===== config.mk =====
export PLATFORM = sky130hd
export DESIGN_NAME = node_pkt_queue
export DESIGN_NICKNAME = d
export VERILOG_FILES = /design/src/rtl/router_pkg.sv /design/src/rtl/pkt_fifo_mem.sv /design/src/rtl/node_pkt_queue.sv
export SDC_FILE = /design/constraint.sdc
export NUM_CORES = 1
export LEC_CHECK = 0
export BUFFER_PORTS_ARGS = -buffer_cell sky130_fd_sc_hd__buf_4
export CORE_UTILIZATION = 55
export CTS_CLUSTER_DIAMETER = 40
export CTS_CLUSTER_SIZE = 20
export DETAILED_ROUTE_END_ITERATION = 10
export GPL_ROUTABILITY_DRIVEN = 0
export GPL_TIMING_DRIVEN = 0
export HOLD_SLACK_MARGIN = 0.1
export PLACE_DENSITY = 0.76
export SLEW_MARGIN = 10
export SYNTH_ARGS = -nofsm -noshare
export SYNTH_HDL_FRONTEND = slang
export SYNTH_HIERARCHICAL = 1
export SYNTH_SLANG_ARGS = --single-unit

===== constraint.sdc =====
create_clock -name Clk_R -period 2.39 [get_ports Clk_R]
set_clock_uncertainty 0.05 [all_clocks]
set_input_delay 0.3585 -clock Clk_R [delete_from_list [all_inputs] [get_ports Clk_R]]
set_output_delay 0.3585 -clock Clk_R [all_outputs]
set_load 0.05 [all_outputs]

===== src/rtl/router_pkg.sv =====
// Shared router definitions: packet field layout and the node queue FSM encoding.
package router_pkg;
  localparam int PKT_W     = 29;
  localparam int ADDR_W    = 4;
  localparam int PAYLOAD_W = 24;

  localparam int DEST_HI  = 28;
  localparam int DEST_LO  = 25;
  localparam int TYPE_BIT = 24;

  // Head-presentation FSM encoding
  typedef logic [1:0] state_t;
  localparam state_t ST_EMPTY   = 2'd0;
  localparam state_t ST_PRESENT = 2'd1;
  localparam state_t ST_WAIT    = 2'd2;
endpackage


===== src/rtl/pkt_fifo_mem.sv =====
// Packet storage for node_pkt_queue: circular buffer with wrapping pointers
// and a count one bit wider than the pointers so full and empty differ.
module pkt_fifo_mem #(
  parameter int DEPTH = 4,
  parameter int W     = 29
) (
  input  logic                     clk_i,
  input  logic                     rst_i,
  input  logic                     push_i,
  input  logic                     pop_i,
  input  logic [W-1:0]             wdata_i,
  output logic [W-1:0]             rdata_o,
  output logic [$clog2(DEPTH):0]   count_o,
  output logic                     full_o,
  output logic                     empty_o
);
  localparam int AW = $clog2(DEPTH);

  logic [W-1:0]  mem [DEPTH];
  logic [AW-1:0] wr_ptr_q, wr_ptr_d;
  logic [AW-1:0] rd_ptr_q, rd_ptr_d;
  logic [AW:0]   count_q, count_d;
  logic          do_push, do_pop;

  assign full_o  = (count_q == (AW+1)'(DEPTH));
  assign empty_o = (count_q == '0);
  assign do_push = push_i && !full_o;
  assign do_pop  = pop_i && !empty_o;
  assign rdata_o = mem[rd_ptr_q];
  assign count_o = count_q;

  // Next pointers and occupancy; power-of-two depth lets pointers wrap on overflow
  always_comb begin
    wr_ptr_d = wr_ptr_q;
    rd_ptr_d = rd_ptr_q;
    count_d  = count_q;
    if (do_push) wr_ptr_d = wr_ptr_q + 1'b1;
    if (do_pop)  rd_ptr_d = rd_ptr_q + 1'b1;
    case ({do_push, do_pop})
      2'b10:   count_d = count_q + 1'b1;
      2'b01:   count_d = count_q - 1'b1;
      default: count_d = count_q;
    endcase
  end

  // Pointer and count registers
  always_ff @(posedge clk_i) begin
    if (rst_i) begin
      wr_ptr_q <= '0;
      rd_ptr_q <= '0;
      count_q  <= '0;
    end else begin
      wr_ptr_q <= wr_ptr_d;
      rd_ptr_q <= rd_ptr_d;
      count_q  <= count_d;
    end
  end

  // Storage write; contents need no reset since reads are gated by count
  always_ff @(posedge clk_i) begin
    if (do_push) mem[wr_ptr_q] <= wdata_i;
  end
endmodule


===== src/rtl/node_pkt_queue.sv =====
// Outbound packet queue from a processor node to router_core.
// Presents the FIFO head with a registered valid/data pair and pops exactly
// once per Core_Load_Ack assertion.
// Optional: define NODE_PKT_SELF_FILTER_EN to discard packets addressed to
// R_ADDR and expose the Self_Drop pulse.
module node_pkt_queue
  import router_pkg::*;
#(
  parameter int              DEPTH  = 4,
  parameter logic [3:0]      R_ADDR = 4'b0000,
  parameter int              PKT_W  = 29
) (
  input  logic                     Clk_R,
  input  logic                     Rst,
  input  logic [PKT_W-1:0]         Node_Packet,
  input  logic                     Node_Packet_Valid,
  output logic                     Node_Packet_Ready,
  input  logic                     Core_Load_Ack,
  output logic [PKT_W-1:0]         Packet_From_Node,
  output logic                     Packet_From_Node_Valid,
  output logic [$clog2(DEPTH):0]   Fifo_Count,
  output logic                     Overflow
`ifdef NODE_PKT_SELF_FILTER_EN
  ,
  output logic                     Self_Drop
`endif
);
  logic [PKT_W-1:0]       head;
  logic [$clog2(DEPTH):0] count;
  logic                   full, empty;
  logic                   push, pop;
  state_t                 state_q, state_d;
  logic [PKT_W-1:0]       pkt_q, pkt_d;
  logic                   valid_q, valid_d;
  logic                   ovf_q, ovf_d;

  assign Node_Packet_Ready = !full;

`ifdef NODE_PKT_SELF_FILTER_EN
  logic self_hit;
  logic self_drop_q, self_drop_d;
  assign self_hit    = (Node_Packet[DEST_HI:DEST_LO] == R_ADDR);
  assign push        = Node_Packet_Valid && Node_Packet_Ready && !self_hit;
  assign self_drop_d = Node_Packet_Valid && Node_Packet_Ready && self_hit;
  assign Self_Drop   = self_drop_q;

  // One-cycle pulse for each self-addressed packet swallowed
  always_ff @(posedge Clk_R) begin
    if (Rst) self_drop_q <= 1'b0;
    else     self_drop_q <= self_drop_d;
  end
`else
  // R_ADDR only matters when the self-filter is built in
  logic unused_raddr;
  assign unused_raddr = ^R_ADDR;
  assign push         = Node_Packet_Valid && Node_Packet_Ready;
`endif

  assign pop = (state_q == ST_PRESENT) && Core_Load_Ack;

  pkt_fifo_mem #(.DEPTH(DEPTH), .W(PKT_W)) u_mem (
    .clk_i   (Clk_R),
    .rst_i   (Rst),
    .push_i  (push),
    .pop_i   (pop),
    .wdata_i (Node_Packet),
    .rdata_o (head),
    .count_o (count),
    .full_o  (full),
    .empty_o (empty)
  );

  // Presentation FSM; WAIT holds off re-presenting until the ack is released
  always_comb begin
    state_d = state_q;
    case (state_q)
      ST_EMPTY:   if (!empty) state_d = ST_PRESENT;
      ST_PRESENT: if (Core_Load_Ack) state_d = ST_WAIT;
      ST_WAIT:    if (!Core_Load_Ack) state_d = empty ? ST_EMPTY : ST_PRESENT;
      default:    state_d = ST_EMPTY;
    endcase
  end

  // Output next-state: data latched only on entry to PRESENT so it holds otherwise
  always_comb begin
    pkt_d   = pkt_q;
    valid_d = (state_d == ST_PRESENT);
    ovf_d   = ovf_q || (Node_Packet_Valid && !Node_Packet_Ready);
    if (state_q != ST_PRESENT && state_d == ST_PRESENT) pkt_d = head;
  end

  // FSM and output registers
  always_ff @(posedge Clk_R) begin
    if (Rst) begin
      state_q <= ST_EMPTY;
      pkt_q   <= '0;
      valid_q <= 1'b0;
      ovf_q   <= 1'b0;
    end else begin
      state_q <= state_d;
      pkt_q   <= pkt_d;
      valid_q <= valid_d;
      ovf_q   <= ovf_d;
    end
  end

  assign Packet_From_Node       = pkt_q;
  assign Packet_From_Node_Valid = valid_q;
  assign Fifo_Count             = count;
  assign Overflow               = ovf_q;
endmodule


==> metrics.md, run 1 <==
| Metric | Value |
|---|---|
| Status | finished clean |
| CORE AREA | 10800 um^2 |
| Diode count | 0 |
| FP Rows | 38 |
| Final Max Tran Viols | 0 |
| Crit path buffers/inverters | 3 |
| DPL Wire Length | 6700 um |
| Min Hold Slack | 147 ps |
| Initial antenna violation count | 0 |
| Syn_nets | 386 |
| TritonCTS clock tree | built |
| CTS buffer count | 17 |
| RSZ-0062 raised after global routing | no |
| Period utilization | 94.4% |
| Grt total ovfl | 0 |
| Via count | 3268 |
| Final setup fails | 0 |
| Place WS | -22.3 ps |
| Endpoints failing hold | 0 |
| DIE AREA | 11600 um^2 |
| Clock-pin slew on the worst setup and hold paths | 60 ps |
| Drt drc | 0 |
| Worst-path fanout max | 6 |
| YS warnings | 6 |
| Die width | 108 um |
| VDD IR max | 0.000461 V |
| Initial Util | 56.6% |
| Vias in the first global route | 3344 |
| Largest net degree at the start of global routing | 30 |
| Crit path max-delay family | simple AND/OR/NAND/NOR gates |
| Fmax achieved | 443 MHz |
| Leakage power | 2.77 nW |
| Register area share after synthesis | 70.5% |
| TritonRoute pass-1 iters | 4 |
| Critical-path cell list | nor3b_4 -> nor2b_1 -> inv_1 -> nor2_2 -> inv_1 -> ha_2 -> inv_1 -> fa_1 -> xor2_1 -> or3_1 -> a21oi_1 |
| All-Layer GR Usage | 21.2% |
| Routed len/inst | 18.1 um |
| Worst slew pin tran | 866 ps |
| First-pass GRT wire length | 17500 um |
| Avg Cell Area, Syn | 17.7 um^2 |
| Vias/cell | 5.30 |
| Crit-path slowest cell | dfxtp_4 |
| Cell variety after synth | 33 |
| Synthesized area | 6130 um^2 |
| Clock Latency Late Sink | 510 ps |
| Max incr delay on CP | 370 ps |
| Antenna-violating nets left | 0 |
| Top cell by count, worst path | inv_1 |
| Overall Power | 8.10 mW |
| Required time worst endpoint | 2780 ps |
| Layout cells sized above 1 | 29.6% |
| Type of the worst min-delay path | in -> reg |
| CP Launch Type | flop |
| Syn Inst Count | 347 |
| Final wirelength | 11200 um |
| Die H | 108 um |
| Area Overhead vs Synth | 26.5% |
| Final Critical Period | 2260 ps |
| Critical path class | reg -> reg |
| Max H-tree Level | 4 |
| Crit path capture type | flop |
| Final #Nets | 503 |
| Number of synthesized register bits | 158 |
| Clk buf depth | 2 |
| Relative slew slack | 42.2% |
| Arrival time worst endpoint | 2640 ps |
| PwrDens | 1040 nW/um^2 |
| Clk sink count | 158 |
| Iteration-0 DRC count of the detailed router | 178 |
| Port bufs | 66 |
| Ports | 68 |
| Max Cap Viol | 0 |
| Worst setup margin | 133 ps |
| CTS root buf | clkbuf_8 |
cells by family after synthesis:
kind of cell,share of synthesized area [%]
compound gates,1.22
fa+ha+maj,1.35
flops,70.5
mux,15.8
buf+inv,2.45
xor+xnor,0.571
simple gates,8.10
area by class of cell:
class	count	area (um^2)
Clock inverter	13	195
Tap cell	140	175
Timing Repair Buffer	98	813
Clock buffer	19	422
Inverter	9	33.8
Fill cell	687	3080
Sequential cell	158	4330
Buffer	17	116
Multi-Input combinational cell	163	1670
sequential cells by signal (all words and copies together) (netlist names), named ones only:
register and count:
u_mem/mem 116, state_q 2, Packet_From_Node 29, u_mem/count_o 3, Packet_From_Node_Valid 1, Overflow 1, u_mem/rd_ptr_q 2, u_mem/wr_ptr_q 2
through the flow:
step	cells	util [%]	area (um^2)	setup TNS, ps
floorplan	347	-	6140	-32.3
global placement	553	62.8	6810	0
detailed placement	553	62.8	6810	-22.3
CTS	616	71.4	7740	0
global route	617	71.6	7760	0
finish	617	71.6	7760	0
synth_stat cells:
| cell | n | area share, % |
|---|---|---|
| a211oi_2 | 1 | 0.20 |
| o31ai_1 | 3 | 0.37 |
| buf_8 | 1 | 0.24 |
| buf_12 | 1 | 0.33 |
| clkbuf_1 | 8 | 0.49 |
| xnor2_1 | 1 | 0.14 |
| buf_1 | 1 | 0.061 |
| nand2b_1 | 60 | 6.1 |
| or3_1 | 3 | 0.31 |
| fa_1 | 1 | 0.33 |
| buf_2 | 2 | 0.16 |
| edfxtp_1 | 116 | 57 |
| or4_1 | 1 | 0.12 |
| inv_1 | 9 | 0.55 |
| nor3b_1 | 1 | 0.12 |
| dfxtp_1 | 42 | 14 |
| and2_1 | 4 | 0.41 |
| xor2_1 | 3 | 0.43 |
| buf_4 | 2 | 0.24 |
| nand2_1 | 1 | 0.061 |
| nor2b_1 | 1 | 0.10 |
| ha_1 | 5 | 1.0 |
| mux2_1 | 1 | 0.18 |
| mux4_1 | 1 | 0.43 |
| buf_6 | 2 | 0.37 |
| a21oi_1 | 5 | 0.41 |
| mux4_2 | 28 | 10 |
| mux2i_1 | 30 | 4.9 |
| o21ai_0 | 3 | 0.24 |
| and3b_1 | 1 | 0.14 |
| nor2_1 | 7 | 0.43 |
| nor3b_2 | 1 | 0.20 |
| nor3_1 | 1 | 0.082 |
metal layers:
layer,track usage (%),vias up,part of all wire (%)
li1,-,1535,-
met1,26.0,1646,41
met2,36.3,76,54
met3,4.84,11,4.2
met4,8.61,0,1.0
met5,0,-,0
report_power, final:
| group | total [mW] | leakage [nW] | internal (mW) | switching (mW) |
|---|---|---|---|---|
| sequential | 3.44 | 1.41 | 3.27 | 0.165 |
| clock | 2.80 | 0.294 | 1.79 | 1.01 |
| combinational | 1.87 | 1.06 | 0.722 | 1.14 |
| total | 8.10 | 2.77 | 5.78 | 2.32 |
cells in the final DEF (no fill, tap or decap), drive strengths merged, types with 2 or more instances in the layout:
cell         count
edfxtp         116
buf             76
nand2b          60
dfxtp           42
dlygate4sd3     31
mux2i           30
mux4            29
clkbuf          27
inv              9
nor2             7
clkinv           6
a21oi            5
bufinv           5
ha               5
and2             4
o31ai            3
xor2             3
o21ai            3
or3              3
clkinvlp         2
nor3b            2
path summary, 6_finish.rpt:
path / depth (start not counted) / slack (ps) / start / end
worst min register to register: 2 / 420 / Overflow / Overflow
worst max-delay path: 11 / 130 / u_mem/count_o[2] / u_mem/count_o[2]
worst max register to register: 11 / 130 / u_mem/count_o[2] / u_mem/count_o[2]
worst min-delay path: 2 / 150 / Rst / flop
timing repair:
item | in CTS | in global routing
hold buffers | 31 | 0
hold endpoints to repair | 120 | 0
pin swaps | 0 | 2
buffers inserted | 0 | 1
gates resized for setup | 1 | 5
setup endpoints to repair | 1 | 118
Power figures use the tool's default switching activity.
==> run 2: changes to the inputs <==
- CORE_ASPECT_RATIO: default -> 1.1
==> run 2 against run 1 <==
Non-clock buffer count increased by 2. Sequential power about the same. Fmax decreased by 3.3%. Combinational power about the same. Register-to-register slack got worse by 40 ps. Clock-buffer cell count increased by 2. Via count increased by 3.6%. Critical path type is now in -> reg. Largest cell class unchanged. Largest power group unchanged.
==> metrics.md, run 2 (synthesized netlist as in run 1, its figures left out) <==
| Metric | Value |
|---|---|
| Status | finished clean |
| Met3 GRT Util | 5.99% (+1.1 points) |
| R2R setup slack | 90 ps (-40 ps) |
| Critical path class | in -> reg |
| Port bufs | 66 (unchanged) |
| Final wirelength | 11700 um (+4.7%) |
| Arrival time worst endpoint | 2620 ps (-20 ps) |
| Initial antenna violation count | 0 (unchanged) |
| Worst Hold End | Overflow |
| Endpoints failing hold | 0 (unchanged) |
| Critical-path cell list | dlygate4sd3_1 -> buf_4 -> and3b_1 -> o31ai_1 -> inv_1 -> ha_2 -> inv_1 -> fa_2 -> xor2_1 -> or3_1 -> a21oi_1 |
| Area Overhead vs Synth | 26.3% |
| Final setup TNS | 0 ps (unchanged) |
| PwrDens | 1020 nW/um^2 (-2.3%) |
| Max reg flops | 116 (unchanged) |
| Crit-path slowest cell | dlygate4sd3_1 |
| Final non-filler cell total | 626 (+1.5%) |
| Diode count | 0 (unchanged) |
| Grt total ovfl | 0 (unchanged) |
| VDD IR max | 0.000778 V (+69%) |
| Initial Util | 56.2% (-0.36 points) |
| Final setup fails | 0 (unchanged) |
| Total placed instance area | 6820 um^2 (+0.13%) |
| Leakage power | 2.78 nW (+0.47%) |
| Worst r2r path cells | 11 (unchanged) |
| TritonCTS clock tree | built |
| DPL Wire Length | 6670 um (-0.39%) |
| Via count | 3386 (+3.6%) |
| Drt drc | 0 (unchanged) |
| GR Layer Usage met1 | 27.4% (+1.4 points) |
| Required time worst endpoint | 2680 ps (-100 ps) |
| All-Layer GR Usage | 22.4% (+1.2 points) |
| Top Usage Layer GRT | met2 |
| CTS root buf | clkbuf_16 |
| R2r endpoint | u_mem/count_o[2] |
| Most common cell after layout, fill and taps aside | edfxtp_1 |
| Reg with most FFs | u_mem/mem |
| Max H-tree Level | 4 (unchanged) |
| CP Launch Type | input port |
| Most frequent cells in the layout | edfxtp_1, buf_4, nand2b_1 |
| Max incr delay on CP | 530 ps (+160 ps) |
| FP Rows | 40 (+5.3%) |
| Relative slew slack | 39.2% (-3.1 points) |
| Largest net degree at the start of global routing | 30 (unchanged) |
| Reg2reg start | u_mem/count_o[1] |
| CTS buffer count | 17 (unchanged) |
| Worst slew pin tran | 913 ps (+46.4 ps) |
| Worst-path fanout max | 5 (-1) |
| CP Launch Point | Core_Load_Ack |
| Type of the worst min-delay path | in -> reg |
| Vias/cell | 5.41 (+2.1%) |
| Max Cap Viol | 0 (unchanged) |
| TritonRoute pass-1 iters | 4 (unchanged) |
| Clock Latency Late Sink | 410 ps (-100 ps) |
| Clock-pin slew on the worst setup and hold paths | 60 ps (about the same) |
| Routed len/inst | 18.7 um (+3.2%) |
| Final #Nets | 505 (+0.40%) |
| Iteration-0 DRC count of the detailed router | 189 (+6.2%) |
| Hold Path Origin | Node_Packet_Valid |
| Placed Cells | 560 (+1.3%) |
| Antenna-violating nets left | 0 (unchanged) |
| Layout cells sized above 1 | 31.3% (+1.8 points) |
| Clk sink count | 158 (unchanged) |
| Hold path depth | 3 (+1) |
| Top cell by count, worst path | inv_1 |
| Clk buf depth | 2 (unchanged) |
| Met2 Use GR | 36.7% (+0.40 points) |
| Ports | 68 (unchanged) |
| Crit path capture type | flop |
| Period utilization | 97.6% (+3.2 points) |
| Final Max Tran Viols | 0 (unchanged) |
| First-pass GRT wire length | 18200 um (+4.4%) |
| Fmax achieved | 429 MHz (-3.3%) |
| Die H | 113 um (+4.8%) |
| CORE AREA | 10900 um^2 (+0.65%) |
| DIE AREA | 11600 um^2 (about the same) |
| Final Critical Period | 2330 ps (+77.1 ps) |
| Vias in the first global route | 3533 (+5.7%) |
| Die width | 103 um (-4.6%) |
| Finished Cell Area | 7750 um^2 (-0.16%) |
-- run 2: cell count changes in the layout (fill, tap and decap cells not counted), sizes merged --
cell,previous run,this run
bufinv,5,0
inv,9,14
buf,76,79
clkbuf,27,29
clkinvlp,2,0
dlygate4sd3,31,30
-- run 2: critical path, delay by kind of cell --
| family | cells | cell delay, ps |
|---|---|---|
| buf+inv | 4 | 780 |
| compound gates | 2 | 270 |
| simple gates | 2 | 530 |
| fa+ha+maj | 2 | 510 |
| xor+xnor | 1 | 160 |
-- run 2: cell type report --
| cell class | instances | area (um^2) |
|---|---|---|
| buffer | 17 | 116 |
| clock buffer | 21 | 503 |
| clock inverter | 11 | 75.1 |
| fill | 725 | 3160 |
| inverter | 9 | 33.8 |
| multi-input combinational | 163 | 1680 |
| sequential | 158 | 4330 |
| tap | 147 | 184 |
| timing repair buffer | 100 | 826 |
-- run 2: worst max path at each step --
stage,slack [ps],end,depth (start not counted)
3_3_place_gp,40,u_mem/count_o[2],11
4_1_cts,20,u_mem/count_o[2],11
2_1_floorplan,-30,u_mem/count_o[2],11
3_5_place_dp,-70,u_mem/count_o[2],11
5_1_grt,-30,u_mem/count_o[2],11
6_report,60,u_mem/count_o[2],11
-- run 2: power breakdown --
part / switching [mW] / internal, mW
combinational: 1.16 / 0.727
clock: 1.07 / 1.51
sequential: 0.162 / 3.28
total: 2.39 / 5.51
-- run 2: through the flow --
| step | hold slack (ps) | power (mW) | setup WS (ps) | utilization, % |
|---|---|---|---|---|
| after CTS | 121 | 7.93 | 15.2 | 70.7 |
| final | 130 | 7.90 | 56.3 | 71.0 |
| after global placement | 409 | 5.27 | 42.6 | 62.5 |
| after global routing | 127 | 8.19 | -31.6 | 71.0 |
| after detailed placement | 413 | 5.32 | -65.8 | 62.5 |
| after floorplan | 407 | 4.78 | -32.3 | - |
-- run 2: what timing repair did --
action                                  in CTS  in global routing
endpoints found under the hold margin      117                  0
endpoints found under the setup margin       1                117
pin swaps                                    1                  1
buffers inserted                             1                  3
gates resized for setup                      2                  6
hold buffers                                30                  0
-- run 2: per-layer routing --
metal,share of wire [%],routed length (um),vias to the layer above
li1,-,-,1537
met1,40,4740,1721
met2,52,6130,106
met3,5.4,635,22
met4,1.8,212,0
met5,0,0,-
==> run 3: changes to the inputs <==
- CORE_UTILIZATION: 55 -> 40
- PLACE_DENSITY: 0.76 -> 0.58
==> run 3 against run 2 <==
Final area increased by 1.2%. Critical path depth unchanged. Utilization decreased by 19 points. Critical endpoint unchanged. Via count decreased by 4.2%. Critical path type is now reg -> reg. Largest power group unchanged. Sequential cell count unchanged. Sequential power about the same. Fmax increased by 2.6%.
==> metrics.md, run 3 (synthesized netlist as in run 1, its figures left out) <==
| Metric | Value |
|---|---|
| Clk sink count | 158 (unchanged) |
| Crit path capture type | flop |
| Worst Hold End | state_q[0] |
| Top Layer Used | met4 |
| Layout Utilization | 52.3% (-19 points) |
| FP Rows | 47 (+18%) |
| Status | finished clean |
| Total placed instance area | 6880 um^2 (+0.90%) |
| Ports | 68 (unchanged) |
| Iteration-0 DRC count of the detailed router | 137 (-28%) |
| DIE AREA | 15800 um^2 (+37%) |
| Final non-filler cell total | 675 (+7.8%) |
| Register area | 4330 um^2 (unchanged) |
| Overall Power | 8.09 mW (+2.4%) |
| Type of the worst min-delay path | in -> reg |
| Drt drc | 0 (unchanged) |
| Worst setup margin | 115 ps (+59.0 ps) |
| Most frequent cells in the layout | edfxtp_1, buf_4, nand2b_1 |
| CORE AREA | 15000 um^2 (+37%) |
| Leakage power | 2.78 nW (-0.16%) |
| Filler Cell Count | 1261 (+74%) |
| Worst r2r path cells | 11 (unchanged) |
| Relative slew slack | 38.5% (-0.63 points) |
| Initial Util | 40.9% (-15 points) |
| Diode count | 0 (unchanged) |
| Max Cap Viol | 0 (unchanged) |
| Period utilization | 95.2% (-2.5 points) |
| Vias in the first global route | 3366 (-4.7%) |
| Port bufs | 66 (unchanged) |
| Worst-path fanout max | 6 (+1) |
| R2R setup slack | 120 ps (+30 ps) |
| Final Critical Period | 2270 ps (-59.0 ps) |
| Met1 Wirelength | 4630 um (-2.4%) |
| Min Hold Slack | 139 ps (+9.05 ps) |
| Clock Latency Late Sink | 420 ps (about the same) |
| Routed len/inst | 17.2 um (-7.9%) |
| Die width | 120 um (+17%) |
| Final setup fails | 0 (unchanged) |
| Area Overhead vs Synth | 27.9% |
| Required time worst endpoint | 2680 ps (about the same) |
| DPL Wire Length | 7090 um (+6.3%) |
| Most common cell after layout, fill and taps aside | edfxtp_1 |
| Place WS | -33.3 ps (+32.5 ps) |
| DR WL met3 | 368 um (-42%) |
| Initial antenna violation count | 0 (unchanged) |
| Largest net degree at the start of global routing | 30 (unchanged) |
| Critical path class | reg -> reg |
| Worst slew pin tran | 922 ps (+9.48 ps) |
| VDD IR max | 0.000625 V (-20%) |
| All-Layer GR Usage | 16.0% (-6.3 points) |
| CTS root buf | clkbuf_16 |
| Finished Cell Area | 7840 um^2 (+1.2%) |
| Arrival time worst endpoint | 2560 ps (-60 ps) |
| CTS buffer count | 17 (unchanged) |
| Antenna-violating nets left | 0 (unchanged) |
| Die H | 132 um (+17%) |
| Reg with most FFs | u_mem/mem |
| Hold Path Origin | Core_Load_Ack |
| Fmax achieved | 440 MHz (+2.6%) |
| Layout cells sized above 1 | 30.5% (-0.84 points) |
| Clock-pin slew on the worst setup and hold paths | 50 ps (about the same) |
| Max H-tree Level | 4 (unchanged) |
| Via count | 3243 (-4.2%) |
| Final setup TNS | 0 ps (unchanged) |
| Max reg flops | 116 (unchanged) |
| Final Max Tran Viols | 0 (unchanged) |
| Final wirelength | 11600 um (-0.70%) |
| Endpoints failing hold | 0 (unchanged) |
| PwrDens | 1030 nW/um^2 (+1.1%) |
| First-pass GRT wire length | 18100 um (-0.60%) |
| Wire length on met2 | 6470 um (+5.5%) |
| Reg2reg start | u_mem/count_o[1] |
| Hold path depth | 2 (-1) |
| TritonCTS clock tree | built |
| Final #Nets | 505 (unchanged) |
| Multi-input logic area | 1680 um^2 (+0.30%) |
| Vias/cell | 4.80 (-11%) |
| Grt total ovfl | 0 (unchanged) |
| Clk buf depth | 2 (unchanged) |
| R2r endpoint | u_mem/count_o[2] |
| TritonRoute pass-1 iters | 4 (unchanged) |
| CP Launch Type | flop |
| Placed Cells | 609 (+8.8%) |
[run 3: cell type report]
class	count	area share (%)
multi-input cells	163	21.4
inverters	9	0.431
repair buffers	100	10.5
plain buffers	17	1.48
well taps	196	3.13
clock inverters	7	1.80
clock buffers	25	5.94
flip-flops and latches	158	55.3
[run 3: worst max-delay path, cell delays in order, from the launching register on]
cell	delay, ps
dfxtp_4	360
nor3b_4	290
nor2b_1	90
inv_2	90
nor2_4	60
inv_2	60
ha_2	170
inv_1	60
fa_2	330
xor2_1	160
or3_1	360
a21oi_1	120
[run 3: how the worst max path moves through the flow]
stage                           startpoint               end  slack (ps)  cells after the start
after detailed placement  u_mem/count_o[1]  u_mem/count_o[2]         -30                     11
after global placement    u_mem/count_o[1]  u_mem/count_o[2]          40                     11
after floorplan           u_mem/count_o[1]  u_mem/count_o[2]         -30                     11
final                     u_mem/count_o[1]  u_mem/count_o[2]         120                     11
after global routing      u_mem/count_o[1]  u_mem/count_o[2]          -7                     11
after CTS                 u_mem/count_o[0]  u_mem/count_o[2]          20                     11
[run 3: what timing repair did]
item / in CTS / in global routing
cloned: 0 / 0
hold buffers: 29 / 0
pin swaps: 1 / 4
resized for setup: 1 / 10
endpoints found under the setup margin: 1 / 118
buffers inserted: 2 / 3
endpoints found under the hold margin: 116 / 0
[run 3: where the power goes]
part	total [mW]	internal (mW)	switching [mW]
Sequential	3.43	3.28	0.159
Combinational	1.89	0.731	1.16
Clock	2.76	1.78	0.986
Total	8.09	5.78	2.30
[run 3: per-layer routing]
| metal | track usage, % | vias to the layer above |
|---|---|---|
| li1 | - | 1538 |
| met1 | 18.2 | 1638 |
| met2 | 28.3 | 53 |
| met3 | 4.58 | 14 |
| met4 | 6.25 | 0 |
| met5 | 0 | - |
